$ cat config.mk
export PLATFORM = sky130hd
export DESIGN_NAME = muller_c_hs_driver
export DESIGN_NICKNAME = d
export VERILOG_FILES = /design/src/rtl/muller_c_hs_driver.sv
export SDC_FILE = /design/constraint.sdc
export NUM_CORES = 1
export LEC_CHECK = 0
export CORE_UTILIZATION = 47
export DETAILED_ROUTE_END_ITERATION = 7
export DONT_BUFFER_PORTS = 1
export MAX_ROUTING_LAYER = met4
export SLEW_MARGIN = 0
export SYNTH_ARGS = -nofsm -noshare
export SYNTH_HDL_FRONTEND = slang
export SYNTH_SLANG_ARGS = --single-unit
$ cat constraint.sdc
create_clock -name wb_clk_i -period 2.9 [get_ports wb_clk_i]
set_clock_uncertainty 0.1 [all_clocks]
set_input_delay 0.435 -clock wb_clk_i [delete_from_list [all_inputs] [get_ports wb_clk_i]]
set_output_delay 0.435 -clock wb_clk_i [all_outputs]
set_load 0.03 [all_outputs]
$ cat src/rtl/muller_c_hs_driver.sv
`default_nettype none
// ============================================================================
// Module      : muller_c_hs_driver
// Description : Clocked 4-phase return-to-zero handshake driver for an
//               N-input Muller C-element. Drives the element inputs, pulls
//               its output back through a synchronizer as the acknowledge,
//               counts completed handshakes and flags premature or missing
//               element transitions.
// Revision    : 1.0 - initial release
// ============================================================================
module muller_c_hs_driver #(
  parameter int N           = 6,
  parameter int SYNC_STAGES = 2,
  parameter int CNT_W       = 16,
  parameter int TO_W        = 8
) (
  input  logic             wb_clk_i,
  input  logic             wb_rst_i,
  input  logic             start,
  input  logic [CNT_W-1:0] cycles,
  input  logic             stagger,
  input  logic [TO_W-1:0]  timeout,
  input  logic             c_out,
  output logic [N-1:0]     io_in,
  output logic             busy,
  output logic             done,
  output logic             error,
  output logic [CNT_W-1:0] hs_count
);

  localparam int IDX_W = (N > 1) ? $clog2(N) : 1;

  localparam logic [2:0] S_IDLE    = 3'd0;
  localparam logic [2:0] S_RISE    = 3'd1;
  localparam logic [2:0] S_WAIT_HI = 3'd2;
  localparam logic [2:0] S_FALL    = 3'd3;
  localparam logic [2:0] S_WAIT_LO = 3'd4;
  localparam logic [2:0] S_DONE    = 3'd5;
  localparam logic [2:0] S_ERR     = 3'd6;

  localparam logic [N-1:0] C_ALL_ONES = {N{1'b1}};

  logic [2:0]             state_q, state_d;
  logic [N-1:0]           io_in_q, io_in_d;
  logic [IDX_W-1:0]       idx_q, idx_d;
  logic [TO_W-1:0]        timer_q, timer_d;
  logic [CNT_W-1:0]       hs_q, hs_d;
  logic                   err_q, err_d;
  logic [CNT_W-1:0]       cyc_q, cyc_d;
  logic                   stag_q, stag_d;
  logic [TO_W-1:0]        to_q, to_d;
  logic                   zdone_q, zdone_d;
  logic [SYNC_STAGES-1:0] sync_q;

  logic                   c_sync;
  logic [N-1:0]           bit_mask;
  logic [CNT_W-1:0]       hs_inc;
  logic                   to_hit;
  logic                   last_bit;

  assign c_sync   = sync_q[SYNC_STAGES-1];
  assign bit_mask = N'(1) << idx_q;
  assign hs_inc   = hs_q + CNT_W'(1);
  assign to_hit   = (to_q != '0) && (timer_q == (to_q - TO_W'(1)));
  assign last_bit = (idx_q == IDX_W'(N - 1));

  // Bring the asynchronous C-element output into the clock domain.
  always_ff @(posedge wb_clk_i or posedge wb_rst_i) begin
    if (wb_rst_i) begin
      sync_q <= '0;
    end else begin
      sync_q <= {sync_q[SYNC_STAGES-2:0], c_out};
    end
  end

  // State register.
  always_ff @(posedge wb_clk_i or posedge wb_rst_i) begin
    if (wb_rst_i) begin
      state_q <= S_IDLE;
    end else begin
      state_q <= state_d;
    end
  end

  // Handshake datapath registers; reset drops the element inputs at once.
  always_ff @(posedge wb_clk_i or posedge wb_rst_i) begin
    if (wb_rst_i) begin
      io_in_q <= '0;
      idx_q   <= '0;
      timer_q <= '0;
      hs_q    <= '0;
      err_q   <= 1'b0;
      cyc_q   <= '0;
      stag_q  <= 1'b0;
      to_q    <= '0;
      zdone_q <= 1'b0;
    end else begin
      io_in_q <= io_in_d;
      idx_q   <= idx_d;
      timer_q <= timer_d;
      hs_q    <= hs_d;
      err_q   <= err_d;
      cyc_q   <= cyc_d;
      stag_q  <= stag_d;
      to_q    <= to_d;
      zdone_q <= zdone_d;
    end
  end

  // Next-state and datapath update for the four handshake phases.
  always_comb begin
    state_d = state_q;
    io_in_d = io_in_q;
    idx_d   = idx_q;
    timer_d = timer_q;
    hs_d    = hs_q;
    err_d   = err_q;
    cyc_d   = cyc_q;
    stag_d  = stag_q;
    to_d    = to_q;
    zdone_d = 1'b0;

    case (state_q)
      S_IDLE: begin
        io_in_d = '0;
        if (start) begin
          hs_d  = '0;
          err_d = 1'b0;
          if (cycles != '0) begin
            cyc_d   = cycles;
            stag_d  = stagger;
            to_d    = timeout;
            idx_d   = '0;
            timer_d = '0;
            state_d = S_RISE;
          end else begin
            // Empty run: report completion without touching the element.
            zdone_d = 1'b1;
          end
        end
      end

      S_RISE: begin
        // Element must not fire until every input is high.
        if (c_sync && (io_in_q != C_ALL_ONES)) begin
          err_d   = 1'b1;
          io_in_d = '0;
          state_d = S_ERR;
        end else if (!stag_q) begin
          io_in_d = C_ALL_ONES;
          timer_d = '0;
          state_d = S_WAIT_HI;
        end else begin
          io_in_d = io_in_q | bit_mask;
          if (last_bit) begin
            idx_d   = '0;
            timer_d = '0;
            state_d = S_WAIT_HI;
          end else begin
            idx_d = idx_q + IDX_W'(1);
          end
        end
      end

      S_WAIT_HI: begin
        if (c_sync) begin
          timer_d = '0;
          idx_d   = '0;
          state_d = S_FALL;
        end else if (to_hit) begin
          err_d   = 1'b1;
          io_in_d = '0;
          state_d = S_ERR;
        end else begin
          timer_d = timer_q + TO_W'(1);
        end
      end

      S_FALL: begin
        // Element must hold high until every input is low.
        if (!c_sync && (io_in_q != '0)) begin
          err_d   = 1'b1;
          io_in_d = '0;
          state_d = S_ERR;
        end else if (!stag_q) begin
          io_in_d = '0;
          timer_d = '0;
          state_d = S_WAIT_LO;
        end else begin
          io_in_d = io_in_q & ~bit_mask;
          if (last_bit) begin
            idx_d   = '0;
            timer_d = '0;
            state_d = S_WAIT_LO;
          end else begin
            idx_d = idx_q + IDX_W'(1);
          end
        end
      end

      S_WAIT_LO: begin
        if (!c_sync) begin
          hs_d    = hs_inc;
          timer_d = '0;
          idx_d   = '0;
          state_d = (hs_inc == cyc_q) ? S_DONE : S_RISE;
        end else if (to_hit) begin
          err_d   = 1'b1;
          io_in_d = '0;
          state_d = S_ERR;
        end else begin
          timer_d = timer_q + TO_W'(1);
        end
      end

      S_DONE: begin
        state_d = S_IDLE;
      end

      S_ERR: begin
        io_in_d = '0;
        state_d = S_IDLE;
      end

      default: begin
        io_in_d = '0;
        state_d = S_IDLE;
      end
    endcase
  end

  // Status outputs decoded from the registered state.
  always_comb begin
    busy = (state_q != S_IDLE);
    done = (state_q == S_DONE) || (state_q == S_ERR) || zdone_q;
  end

  assign io_in    = io_in_q;
  assign error    = err_q;
  assign hs_count = hs_q;

endmodule
`default_nettype wire

* Yosys cells after proc, flatten, opt, wreduce, memory -nomap -nowiden
Index checks and enable logic that the tools add are counted.
** Operators by class
- Add/subtract/negate cells :: 4
- Equal/unequal tests :: 22
- Shift operators :: 1
- Muxes and demuxes :: 53
- Bitwise operators :: 4
- Reduce and logical (&&, ||, !) cells :: 20
** Operators with widths (number)
- two-way mux 8 bit :: 9
- two-way mux 3 bit :: 20
- two-way mux 6 bit :: 7
- one-hot mux 8 bit (5 select lines) :: 1
- two-way mux 16 bit :: 2
- one-hot mux 16 bit (2 select lines) :: 1
- one-hot mux 3 bit (5 select lines) :: 2
- one-hot mux 6 bit (5 select lines) :: 1
- != test 2 bit (second input constant) :: 10
- adder 16 x 1 -> 16 bit (second input constant) :: 1
- equality test 16 bit :: 1
- nonzero test 16 bit :: 1
- equality test 3 bit (second input constant) :: 4
- two-way mux 1 bit :: 9
- AND reduction 3 bit :: 3
- adder 8 x 1 -> 8 bit (second input constant) :: 1
- equality test 8 bit :: 1
- != test 4 bit (second input constant) :: 2
- nonzero test 8 bit :: 1
- subtractor 8 x 1 -> 8 bit (second input constant) :: 1
- AND reduction 7 bit :: 1
- AND 6 bit :: 1
- equality test 3 x 2 -> 1 bit (second input constant) :: 2
- != test 6 bit (second input constant) :: 1
- 18 further kinds :: 21
** Word-level totals
- Flip-flop bits (word level) :: 65
- Bits of input ports :: 29
- Output and inout port bits :: 25
- Word-level logic and storage cells :: 115

* Depth between registers and ports, before layout
- Depth after elaboration :: 6
- Mapped depth :: 10
- Gate-level depth less buffers :: 9

* Least setup slack after synthesis
No wires, ideal clock.
- Path kind :: register -> register
- From :: reg hs_q[0] (netlist: hs_count[0])
- To :: reg state_q[2]
- Library setup time :: 77 ps
- Data arrival time :: 2358 ps
- Path slack :: 365 ps
- Stages on the path, launching flop included :: 8
- Path buffers :: 0
- Period minus slack after synthesis :: 2535 ps
- Path through :: dfrtp_1 > ha_1 > xnor2_1 > o2111ai_1 > a311o_1 > or4b_1 > o31a_1 > a21oi_1
** Between the ends
- Cells in the longest elaborated chain, start to end :: 5
** RTL lines
- start: declaration :: line 47 : logic [CNT_W-1:0] hs_q, hs_d;
- start signal: assignment :: line 101 : hs_q <= hs_d;
- adder 16 x 1 -> 16 bit :: line 63 : assign hs_inc = hs_q + CNT_W'(1);
- equality test 16 bit :: line 206 : state_d = (hs_inc == cyc_q) ? S_DONE : S_RISE;
- two-way mux 3 bit :: line 206
- two-way mux 3 bit :: line 202 : if (!c_sync) begin
- one-hot mux 3 bit (5 select lines) :: line 123 : case (state_q)
- end signal: assignment :: line 81 : state_q <= state_d;
- end: declaration :: line 43 : logic [2:0] state_q, state_d;
Every way passes these cells.
A chain may end at the register's enable or synchronous reset.

* Worst setup path in the final report
- From :: reg to_q[0]
- To :: reg timer_q[4]
** Between the ends
- Cells in the longest elaborated chain, start to end :: 6
- Elaborated cells between the ends (all ways) :: 8
- Classes of those cells :: 1 x add/sub; 1 x eq/ne; 4 x mux; 2 x reduce/logical
** RTL lines
- start: declaration :: line 51 : logic [TO_W-1:0] to_q, to_d;
- start signal: assignment :: line 105 : to_q <= to_d;
- subtractor 8 x 1 -> 8 bit :: line 64 : assign to_hit = (to_q != '0) && (timer_q == (to_q - TO_W'(1)));
- equality test 8 bit :: line 64
- logical AND 1 bit * :: line 64
- two-way mux 8 bit *
- two-way mux 8 bit (on tied branches)
- one-hot mux 8 bit (5 select lines) *
- end signal: assignment :: line 100 : timer_q <= timer_d;
- end: declaration :: line 46 : logic [TO_W-1:0] timer_q, timer_d;
Every way passes the cells marked *; elsewhere a longest branch is shown, timed or not.

==> impl_metrics.csv <==
group,metric,value,unit
routing,routed-via-count,3418,
placement,globalplace.congestion,0.879,
routing,drt_wl_total,10000,µm
placement,port_buffers,0,
yosys,synth.yosys.warnings,0,
flow_run,max-cap-violations,0,
worst_hold_path,min_delay_path_depth,2,
pwr,leakage_power_total,1.85,nW
pwr,vdd.ir_drop.worst,0.000560,V
clock_tree,path_clk_slew,0.07,ns
yosys,postSynth.topFlopCell,"sky130_fd_sc_hd__dfrtp_1",
global_route,grt_first_pass_wirelength,16400,µm
sta,rsz0062_at_grt,"no",
sta,worst_margin_slew,0.793,ns
yosys,yosysTopAreaCell,"sky130_fd_sc_hd__dfrtp_1",
floorplan,core,8260,µm²
sta,hold_viol_final,0,
cells_and_area,stdcell_area,4500,µm²
clock_tree,cts.sink_count,65,
worst_setup_path,crit_fanout,12,
routing,drt_iter0_drc,149,
floorplan,vertical_die_dimension,94.7,µm
sta,final_min_period_over_clock_period,92.8,%
yosys,synth.avg_cell_area,9.12,µm²
global_route,grt_start_max_net_pins,24,
yosys,synth_top_area_share,40.3,%
placement,postPlaceCellArea,4280,µm²
clock_tree,htree_levels,3,
pwr,p_per_area,933,nW/µm²
placement,dp_wirelength,7360,µm
yosys,syn_area,4040,µm²
clock_tree,total_clock_buffers_created_by_cts,9,
global_route,grt_antenna_before_repair,0,
sta,setup-violations-final,0,
worst_setup_path,data_arrival_time_at_the_worst_slack_endpoint,2.80,ns
global_route,first_global_vias,3214,
sta,fin_crit,2.69,ns
yosys,yosys.cell_count.top_type,"sky130_fd_sc_hd__dfrtp_1",
worst_setup_path,crit_chain,"or4_4, o221a_1, nor4_1, nor4_2, buf_4, nor4b_1, xnor2_1, nor2_1",
global_route,grt.total_usage,24.9,%
routing,drt-pass1-iter-count,5,
clock_tree,buffer_depth_of_the_longest_clock_path,2,
worst_setup_path,crit_path_top_delay_cell,"sky130_fd_sc_hd__or4_4",
yosys,synthTopCellsByCount,"sky130_fd_sc_hd__dfrtp_1, sky130_fd_sc_hd__nor2_1, sky130_fd_sc_hd__o21ai_0",
floorplan,floorplan.rows,33,
floorplan,pin_count,54,
sta,timing.max_slew.rel_slack,47.0,%
floorplan,dieWidth,94.7,µm
cells_and_area,layout-drive-gt1-share,17.4,%
yosys,synth_cell_type_count,64,
yosys,synthesized_nets,476,
yosys,synth_cells,443,
cells_and_area,area.growth.synth_to_final,11.4,%
cells_and_area,fin_nets,493,
worst_hold_path,worstHoldPathType,"in -> reg",
floorplan,fp.dieArea,8970,µm²
yosys,yosys_register_bits,65,
worst_setup_path,critical_path.top_delay_family,"simple AND/OR/NAND/NOR gates",
global_route,gr-total-overflow,0,
clock_tree,ctsRootBufferMaster,"sky130_fd_sc_hd__clkbuf_8",
routing,route.detailed.drc,0,
floorplan,floorplan.initialDensity,48.9,%
cells_and_area,n_antenna_cell,0,
clock_tree,post_cts_setup_buffer_count,0,
yosys,number_of_enable_flip_flop_cells_after_synthesis,0,
routing,avgViaCountPerCell,6.00,
worst_setup_path,end_kind,"register",
worst_setup_path,cp_num_cells,8,
worst_setup_path,setup.worst_path.start_class,"register",
worst_setup_path,worst-path-buf-inv,1,
sta,max_freq,0.372,GHz
sta,fin_setup_tns,0,ns
yosys,synth.area.top_cells,"sky130_fd_sc_hd__dfrtp_1, sky130_fd_sc_hd__mux2_2, sky130_fd_sc_hd__o21ai_0",
sta,final_report_max_slew_violation_count,0,
routing,wl_per_cell,17.6,µm
worst_setup_path,timing.setup.critical_path_class,"reg -> reg",
worst_setup_path,max_stage_delay,0.58,ns
clock_tree,cts_tree,"built",
routing,antenna_left,0,
yosys,synth-async-reset-ratio,100,%
worst_setup_path,reg2reg_depth,8,
yosys,sequential_area_share_after_synthesis,40.3,%
clock_tree,worstSkewPairLatency,0.35,ns
status,status,"finished, final reports clean",
worst_setup_path,worst-endpoint-required,3.01,ns
==> sequential cells by signal, indices dropped and copies added, names as in the netlist <==
name / count
cyc_q: 16
hs_count: 16
timer_q: 8
to_q: 8
io_in: 6
idx_q: 3
state_q: 3
sync_q: 2
error: 1
stag_q: 1
zdone_q: 1
==> power breakdown <==
part | total (mW) | leakage [nW] | switching [mW] | internal (mW)
clock | 0.782 | 0.0953 | 0.364 | 0.418
sequential | 1.55 | 0.836 | 0.360 | 1.19
combinational | 1.87 | 0.916 | 1.05 | 0.813
total | 4.20 | 1.85 | 1.78 | 2.42
==> cells in the final DEF, fill, tap and decap left out, types with 14 or more instances in the layout <==
| cell | n |
|---|---|
| sky130_fd_sc_hd__nand3_1 | 20 |
| sky130_fd_sc_hd__o21ai_0 | 39 |
| sky130_fd_sc_hd__a21oi_1 | 14 |
| sky130_fd_sc_hd__buf_4 | 30 |
| sky130_fd_sc_hd__nor2_1 | 44 |
| sky130_fd_sc_hd__dfrtp_1 | 65 |
| sky130_fd_sc_hd__xnor2_1 | 19 |
| sky130_fd_sc_hd__inv_1 | 17 |
| sky130_fd_sc_hd__mux2_2 | 23 |
| sky130_fd_sc_hd__nand2_1 | 31 |
==> cell type report <==
class,count,area (µm²)
timing repair buffer,32,245
clock inverter,5,55.1
clock buffer,11,141
inverter,18,67.6
sequential,65,1630
tap,105,131
multi-input combinational,334,2230
fill,767,3760
==> per-layer routing <==
layer  global-route usage [%]  routed length, µm  vias up  part of all wire [%]
met3                     6.44                709       16                   7.1
met5                        -                  0        -                     0
met2                     36.1               4530      105                    45
met1                     33.5               4620     1654                    46
li1                         -                  -     1643                     -
met4                     9.09                170        0                   1.7
==> timing repair <==
| action | 4_1_cts | 5_1_grt |
|---|---|---|
| hold buffers | 2 | 0 |
| hold endpoints to repair | 21 | 0 |
| setup endpoints to repair | 0 | 1 |
| gates resized for setup | 0 | 1 |
==> path summary, 6_finish.rpt <==
path | startpoint | to | slack, ns
worst max-delay path | to_q[0]$_DFFE_PP0P_ | timer_q[4]$_DFFE_PP0P_ | 0.21
worst min-delay path | timeout[1] | to_q[1]$_DFFE_PP0P_ | 0.10
worst max register to register | to_q[0]$_DFFE_PP0P_ | timer_q[4]$_DFFE_PP0P_ | 0.21
worst min register to register | sync_q[0]$_DFF_PP0_ | sync_q[1]$_DFF_PP0_ | 0.26
max in group asynchronous | wb_rst_i | cyc_q[7]$_DFFE_PP0P_ | 1.55
min in group asynchronous | wb_rst_i | cyc_q[15]$_DFFE_PP0P_ | 0.46
==> cells by family (layout without fill, tap and decap cells) <==
logic type	after synthesis	count (layout)	synth area share, %
simple gates	170	170	23.4
compound gates	104	104	16.6
flops	65	65	40.3
buf+inv	44	66	4.52
xor+xnor	32	32	7.28
mux	24	24	6.66
fa+ha+maj	4	4	1.24
==> metrics by stage <==
step	total power [mW]	hold WS [ns]	utilization (%)	std cells	setup WS, ns
floorplan	2.92	0.231	-	443	0.365
global placement	3.36	0.233	51.8	552	0.263
detailed placement	3.41	0.242	51.8	552	0.206
CTS	4.21	0.0810	54.5	570	0.186
global route	4.50	0.0801	54.5	570	0.0421
finish	4.20	0.101	54.5	570	0.209
Note: power is estimated with default switching activity, not from simulation.
==> RTL edit 1 (same flow settings) <==
Change the parameter `N` from 6 to 8.
--- a/src/rtl/muller_c_hs_driver.sv
+++ b/src/rtl/muller_c_hs_driver.sv
@@ -9,7 +9,7 @@
 // Revision    : 1.0 - initial release
 // ============================================================================
 module muller_c_hs_driver #(
-  parameter int N           = 6,
+  parameter int N           = 8,
   parameter int SYNC_STAGES = 2,
   parameter int CNT_W       = 16,
   parameter int TO_W        = 8
Ports: changed (resized io_in); port bits go from 54 to 56. The function was not compared with the original's and may differ.
==> RTL edit 1 against the original RTL <==
  * Area after synthesis up 0.62%
  * Total power rose by 8.1%
  * Worst setup slack got worse by 0.097 ns
  * Routed wire length is 1.6% lower
  * Via count is 4.2% lower
  * Design area is 3.6% higher
  * Sequential cell count up 2
  * Critical path type unchanged
  * Critical endpoint is now io_in[5]
==> RTL edit 1: results <==
[grt]
grt.total_usage = 0.245
global_routing_usage_on_met3 = 0.0652
first_pass_grt_wire_length_um = 16300
groute.layer.met1.usage = 0.293
met2_usage = 0.403
grt_max_degree = 28

[sta]
final.setup.tns_ns = 0
report.final.hold_viol_count = 0
worst-slew-pin-transition_ns = 1.11

[routing]
avgRoutedWirePerCell_um = 17.3
route.vias.total = 3275
drt_first_pass_iters = 4
dr_wl_met3_um = 457
first_iter_violations = 124

[synth]
netlist_top_cells_count = sky130_fd_sc_hd__dfrtp_1 (67), sky130_fd_sc_hd__o21ai_0 (41), sky130_fd_sc_hd__nand2_1 (33), sky130_fd_sc_hd__nor2_1 (33), sky130_fd_sc_hd__mux2_2 (25)
post_synth.cell_area_avg_um2 = 9.43
yosys.cell_types.count = 54
synth_sequential_area_ratio = 0.413
cells_taking_the_most_area_after_synthesis = sky130_fd_sc_hd__dfrtp_1 (41%), sky130_fd_sc_hd__mux2_2 (6.9%), sky130_fd_sc_hd__o21ai_0 (5.0%)

[finish]
clk_share = 0.0489
layout_cell_share_with_drive_strength_beyond_1 = 0.182
layout.sequential_cells = 67
final_cell_count_no_fill = 571
non_clock_inverter_instance_count_of_the_final_layout = 13
area_growth_pct = 14.7
layout.nonclk_buf_frac = 0.0634
nMultiInputCombCells = 333
multi_input_area_mm2 = 0.00228
nNonClkBuffers = 37
area.sequential_mm2 = 0.00168
filler_cell_count = 729
clkbuf_count = 9
finalNetCount = 499

[critical_path]
crit_path_max_fanout = 9
kind_of_cell_adding_the_most_delay_to_the_critical_path = compound AO/OA/AOI/OAI gates
timing.critical_path.arrival_ns = 2.91
worst_path_max_delay_cell = sky130_fd_sc_hd__dfrtp_1
critPathMaxStageDelay_ns = 0.46

[placement]
dpl-instance-area_mm2 = 0.00439
place.detailed.hpwl_um = 7350
globalplace.congestion = 0.816
place_worst_setup_slack_ns = 0.0580

[run_status]
run_status = completed

[power_and_ir_drop]
leakagePower_uw = 0.00195
total_switching_power_uw = 1900

[clock_network]
clock_slew_seen_by_the_registers_of_the_worst_setup_and_hold_paths_ns = 0.09
RTL edit 1: cell count changes in the layout (fill, tap and decap cells not counted), moves of 5 or more:
| cell | delta |
|---|---|
| sky130_fd_sc_hd__nand3_1 | -9 |
| sky130_fd_sc_hd__or3_1 | +6 |
| sky130_fd_sc_hd__o2bb2ai_1 | +7 |
| sky130_fd_sc_hd__inv_6 | +5 |
| sky130_fd_sc_hd__nor3_1 | +5 |
| sky130_fd_sc_hd__ha_1 | +5 |
| sky130_fd_sc_hd__o211ai_1 | +7 |
| sky130_fd_sc_hd__inv_1 | -5 |
| sky130_fd_sc_hd__nor2_1 | -11 |
RTL edit 1: worst paths after layout:
path / from / end / slack, ns / cells past startpoint
max: to_q[2] / io_in[5] / 0.11 / 8
max reg2reg: to_q[2] / io_in[5] / 0.11 / 8
min reg2reg: sync_q[0] / sync_q[1] / 0.26 / 0
min in group asynchronous: wb_rst_i / cyc_q[4] / 0.45 / 2
min: cycles[10] / cyc_q[10] / 0.12 / 1
max in group asynchronous: wb_rst_i / sync_q[1] / 1.51 / 3
RTL edit 1: power by group through the flow:
stage / Combinational, uW / Clock (uW) / Sequential, uW
after floorplan: 1460 / 0 / 1580
after CTS: 2030 / 940 / 1570
after global placement: 1980 / 0 / 1570
after global routing: 2280 / 982 / 1610
after detailed placement: 2010 / 0 / 1580
final: 2060 / 911 / 1570
RTL edit 1: cell families (layout without fill, tap and decap cells):
family,after synthesis,after routing,share of synthesized area
fa+ha+maj,9,9,0.0277
xor+xnor,36,36,0.0776
flops,67,67,0.413
mux,27,27,0.0742
buf+inv,31,66,0.0299
compound gates,111,111,0.191
simple gates,150,150,0.187
==> RTL edit 2 (same flow settings) <==
Without the edit above. Add an input register stage for `start`, `cycles`, `stagger`, `timeout` and `c_out`, cleared by the reset; this delays them by one clock.
--- a/src/rtl/muller_c_hs_driver.sv
+++ b/src/rtl/muller_c_hs_driver.sv
@@ -40,6 +40,28 @@
 
   localparam logic [N-1:0] C_ALL_ONES = {N{1'b1}};
 
+  logic start_q;
+  logic [CNT_W-1:0] cycles_q;
+  logic stagger_q;
+  logic [TO_W-1:0] timeout_q;
+  logic c_out_q;
+
+  always_ff @(posedge wb_clk_i or posedge wb_rst_i) begin
+    if (wb_rst_i) begin
+      start_q   <= '0;
+      cycles_q  <= '0;
+      stagger_q <= '0;
+      timeout_q <= '0;
+      c_out_q   <= '0;
+    end else begin
+      start_q   <= start;
+      cycles_q  <= cycles;
+      stagger_q <= stagger;
+      timeout_q <= timeout;
+      c_out_q   <= c_out;
+    end
+  end
+
   logic [2:0]             state_q, state_d;
   logic [N-1:0]           io_in_q, io_in_d;
   logic [IDX_W-1:0]       idx_q, idx_d;
@@ -69,7 +91,7 @@
     if (wb_rst_i) begin
       sync_q <= '0;
     end else begin
-      sync_q <= {sync_q[SYNC_STAGES-2:0], c_out};
+      sync_q <= {sync_q[SYNC_STAGES-2:0], c_out_q};
     end
   end
 
@@ -123,13 +145,13 @@
     case (state_q)
       S_IDLE: begin
         io_in_d = '0;
-        if (start) begin
+        if (start_q) begin
           hs_d  = '0;
           err_d = 1'b0;
-          if (cycles != '0) begin
-            cyc_d   = cycles;
-            stag_d  = stagger;
-            to_d    = timeout;
+          if (cycles_q != '0) begin
+            cyc_d   = cycles_q;
+            stag_d  = stagger_q;
+            to_d    = timeout_q;
             idx_d   = '0;
             timer_d = '0;
             state_d = S_RISE;
Check against the original RTL: not equivalent (a bounded check fails within 4 cycles, from zero or initial values and one cycle with wb_rst_i high).
==> RTL edit 2 against the original RTL <==
  * First-iteration DRC count up 21%
  * Final cell count is 11% higher
  * Area after synthesis rose by 15%
  * Worst setup slack got worse by 0.010 ns
  * Design area rose by 22%
  * Sequential cell count is 27 higher
  * Total power rose by 12%
  * Routed wire length up 0.65%
  * Critical path type unchanged
  * Critical endpoint unchanged
  * Largest cell class is now registers
  * Largest power group is now sequential cells
==> RTL edit 2: results <==
[synth]
synth.net_count = 481
post_synth_mux_area_share = 0.0722
yosys.cell_types.count = 63
synth_sequential_area_ratio = 0.494
cells_taking_the_most_area_after_synthesis = sky130_fd_sc_hd__dfrtp_1 (49%), sky130_fd_sc_hd__mux2_2 (5.8%), sky130_fd_sc_hd__o21ai_0 (4.6%)
async_reset_ff_frac = 1.00
yosys_warnings = 0
synth_adder_area_share = 0.0107
synth-xor-area-share = 0.0526
synth_compound_gate_area_share = 0.158
netlist_top_cells_count = sky130_fd_sc_hd__dfrtp_1 (92), sky130_fd_sc_hd__o21ai_0 (43), sky130_fd_sc_hd__nor2_1 (36), sky130_fd_sc_hd__mux2_2 (24), sky130_fd_sc_hd__nand2_1 (24)

[routing]
first_iter_violations = 180
number_of_vias_per_cell = 5.69
maxUsedRoutingLayer = met4
met2_wirelength_um = 4480
dr_wl_met3_um = 500
wl_met1_um = 4980
post_detailed_routing_wire_length_um = 10100
drt_first_pass_iters = 4

[sta]
timing.slew.headroom = 0.445
report.final.hold_viol_count = 0

[clock_network]
cts.path.max_buffers = 2
post_cts.repair.setup_buffers = 0
cts.htree.levels = 3
clkLatencyLatePin_ns = 0.37
cts-root-buf = sky130_fd_sc_hd__clkbuf_8
cts_made_buffers = 9
clock_slew_seen_by_the_registers_of_the_worst_setup_and_hold_paths_ns = 0.10

[grt]
grt_pass1_vias = 3328
antenna_found_initial = 0
first_pass_grt_wire_length_um = 16700
grt.total_usage = 0.218
grt_max_degree = 52

[power_and_ir_drop]
leakagePower_uw = 0.00236
power.share.switching = 0.410
power.ir.vdd_worst_v = 0.000403

[finish]
finalNetCount = 532
insertedDiodeCount = 0
layout_cell_share_with_drive_strength_beyond_1 = 0.192

[placement]
globalplace.congestion = 0.883
place.detailed.hpwl_um = 7320
port_buffers = 0

[critical_path]
worst_path_max_delay_cell = sky130_fd_sc_hd__a221oi_4
timing.critical_path.arrival_ns = 2.85
critPathMaxStageDelay_ns = 0.47
crit_path_max_fanout = 9

[run_status]
run_status = completed

[hold_path]
hold_path_class = reg -> reg
RTL edit 2: changes by cell type in the layout (fill, tap and decap cells not counted), moves of 7 or more:
| cell | change |
|---|---|
| sky130_fd_sc_hd__dfrtp_1 | +27 |
| sky130_fd_sc_hd__dlygate4sd3_1 | +26 |
| sky130_fd_sc_hd__nand2_1 | -7 |
| sky130_fd_sc_hd__nor2_1 | -8 |
| sky130_fd_sc_hd__inv_1 | -7 |
| sky130_fd_sc_hd__nand3_1 | -7 |
RTL edit 2: path summary, 6_finish.rpt:
| path | cells past startpoint | endpoint | from | slack [ns] |
|---|---|---|---|---|
| worst max register to register | 9 | timer_q[4] | to_q[0] | 0.20 |
| max in group asynchronous | 3 | io_in[3] | wb_rst_i | 1.41 |
| min in group asynchronous | 2 | cycles_q[14] | wb_rst_i | 0.58 |
| worst min register to register | 0 | sync_q[1] | sync_q[0] | 0.26 |
| worst max-delay path | 9 | timer_q[4] | to_q[0] | 0.20 |
| worst min-delay path | 0 | sync_q[1] | sync_q[0] | 0.26 |
RTL edit 2: layout make-up:
type / count / area, um2
fill: 815 / 3940
sequential: 92 / 2300
multi-input combinational: 325 / 2240
timing repair buffer: 60 / 533
tap: 129 / 161
clock buffer: 9 / 124
clock inverter: 7 / 63.8
inverter: 11 / 45.0
RTL edit 2: timing repair:
action,4_1_cts,5_1_grt
gates resized for setup,0,1
setup endpoints to repair,0,4
endpoints found under the hold margin,62,0
hold buffers,28,0
RTL edit 2: metrics by stage:
step | setup slack (ns) | std cells | util | total power (uW) | area [um2]
finish | 0.199 | 633 | 0.581 | 4700 | 5470
global route | 0.0367 | 633 | 0.581 | 5030 | 5470
CTS | 0.191 | 633 | 0.580 | 4730 | 5460
detailed placement | 0.223 | 589 | 0.531 | 3850 | 5000
global placement | 0.287 | 589 | 0.531 | 3800 | 5000
floorplan | 0.121 | 448 | - | 3360 | 4660
RTL edit 2: power by group through the flow:
stage,Sequential [uW],Clock (uW),Combinational [uW]
6_report,1950,840,1910
4_1_cts,1950,868,1910
2_1_floorplan,1930,0,1430
5_1_grt,2010,919,2100
3_3_place_gp,1970,0,1840
3_5_place_dp,1980,0,1870
RTL edit 2: per-layer routing:
metal	vias up	GRT usage
met5	-	-
met4	0	0.0747
met3	12	0.0317
met2	103	0.321
met1	1743	0.309
li1	1741	-
RTL edit 2: worst max-delay path, delay by kind of cell (launching register included):
kind	cells	cell delay (ns)
DFF	1	0.43
AOI/OAI and AO/OA	3	0.94
muxes	1	0.33
and+or+nand+nor	3	0.47
buffers and inverters	1	0.07
adders and majority gates	1	0.24
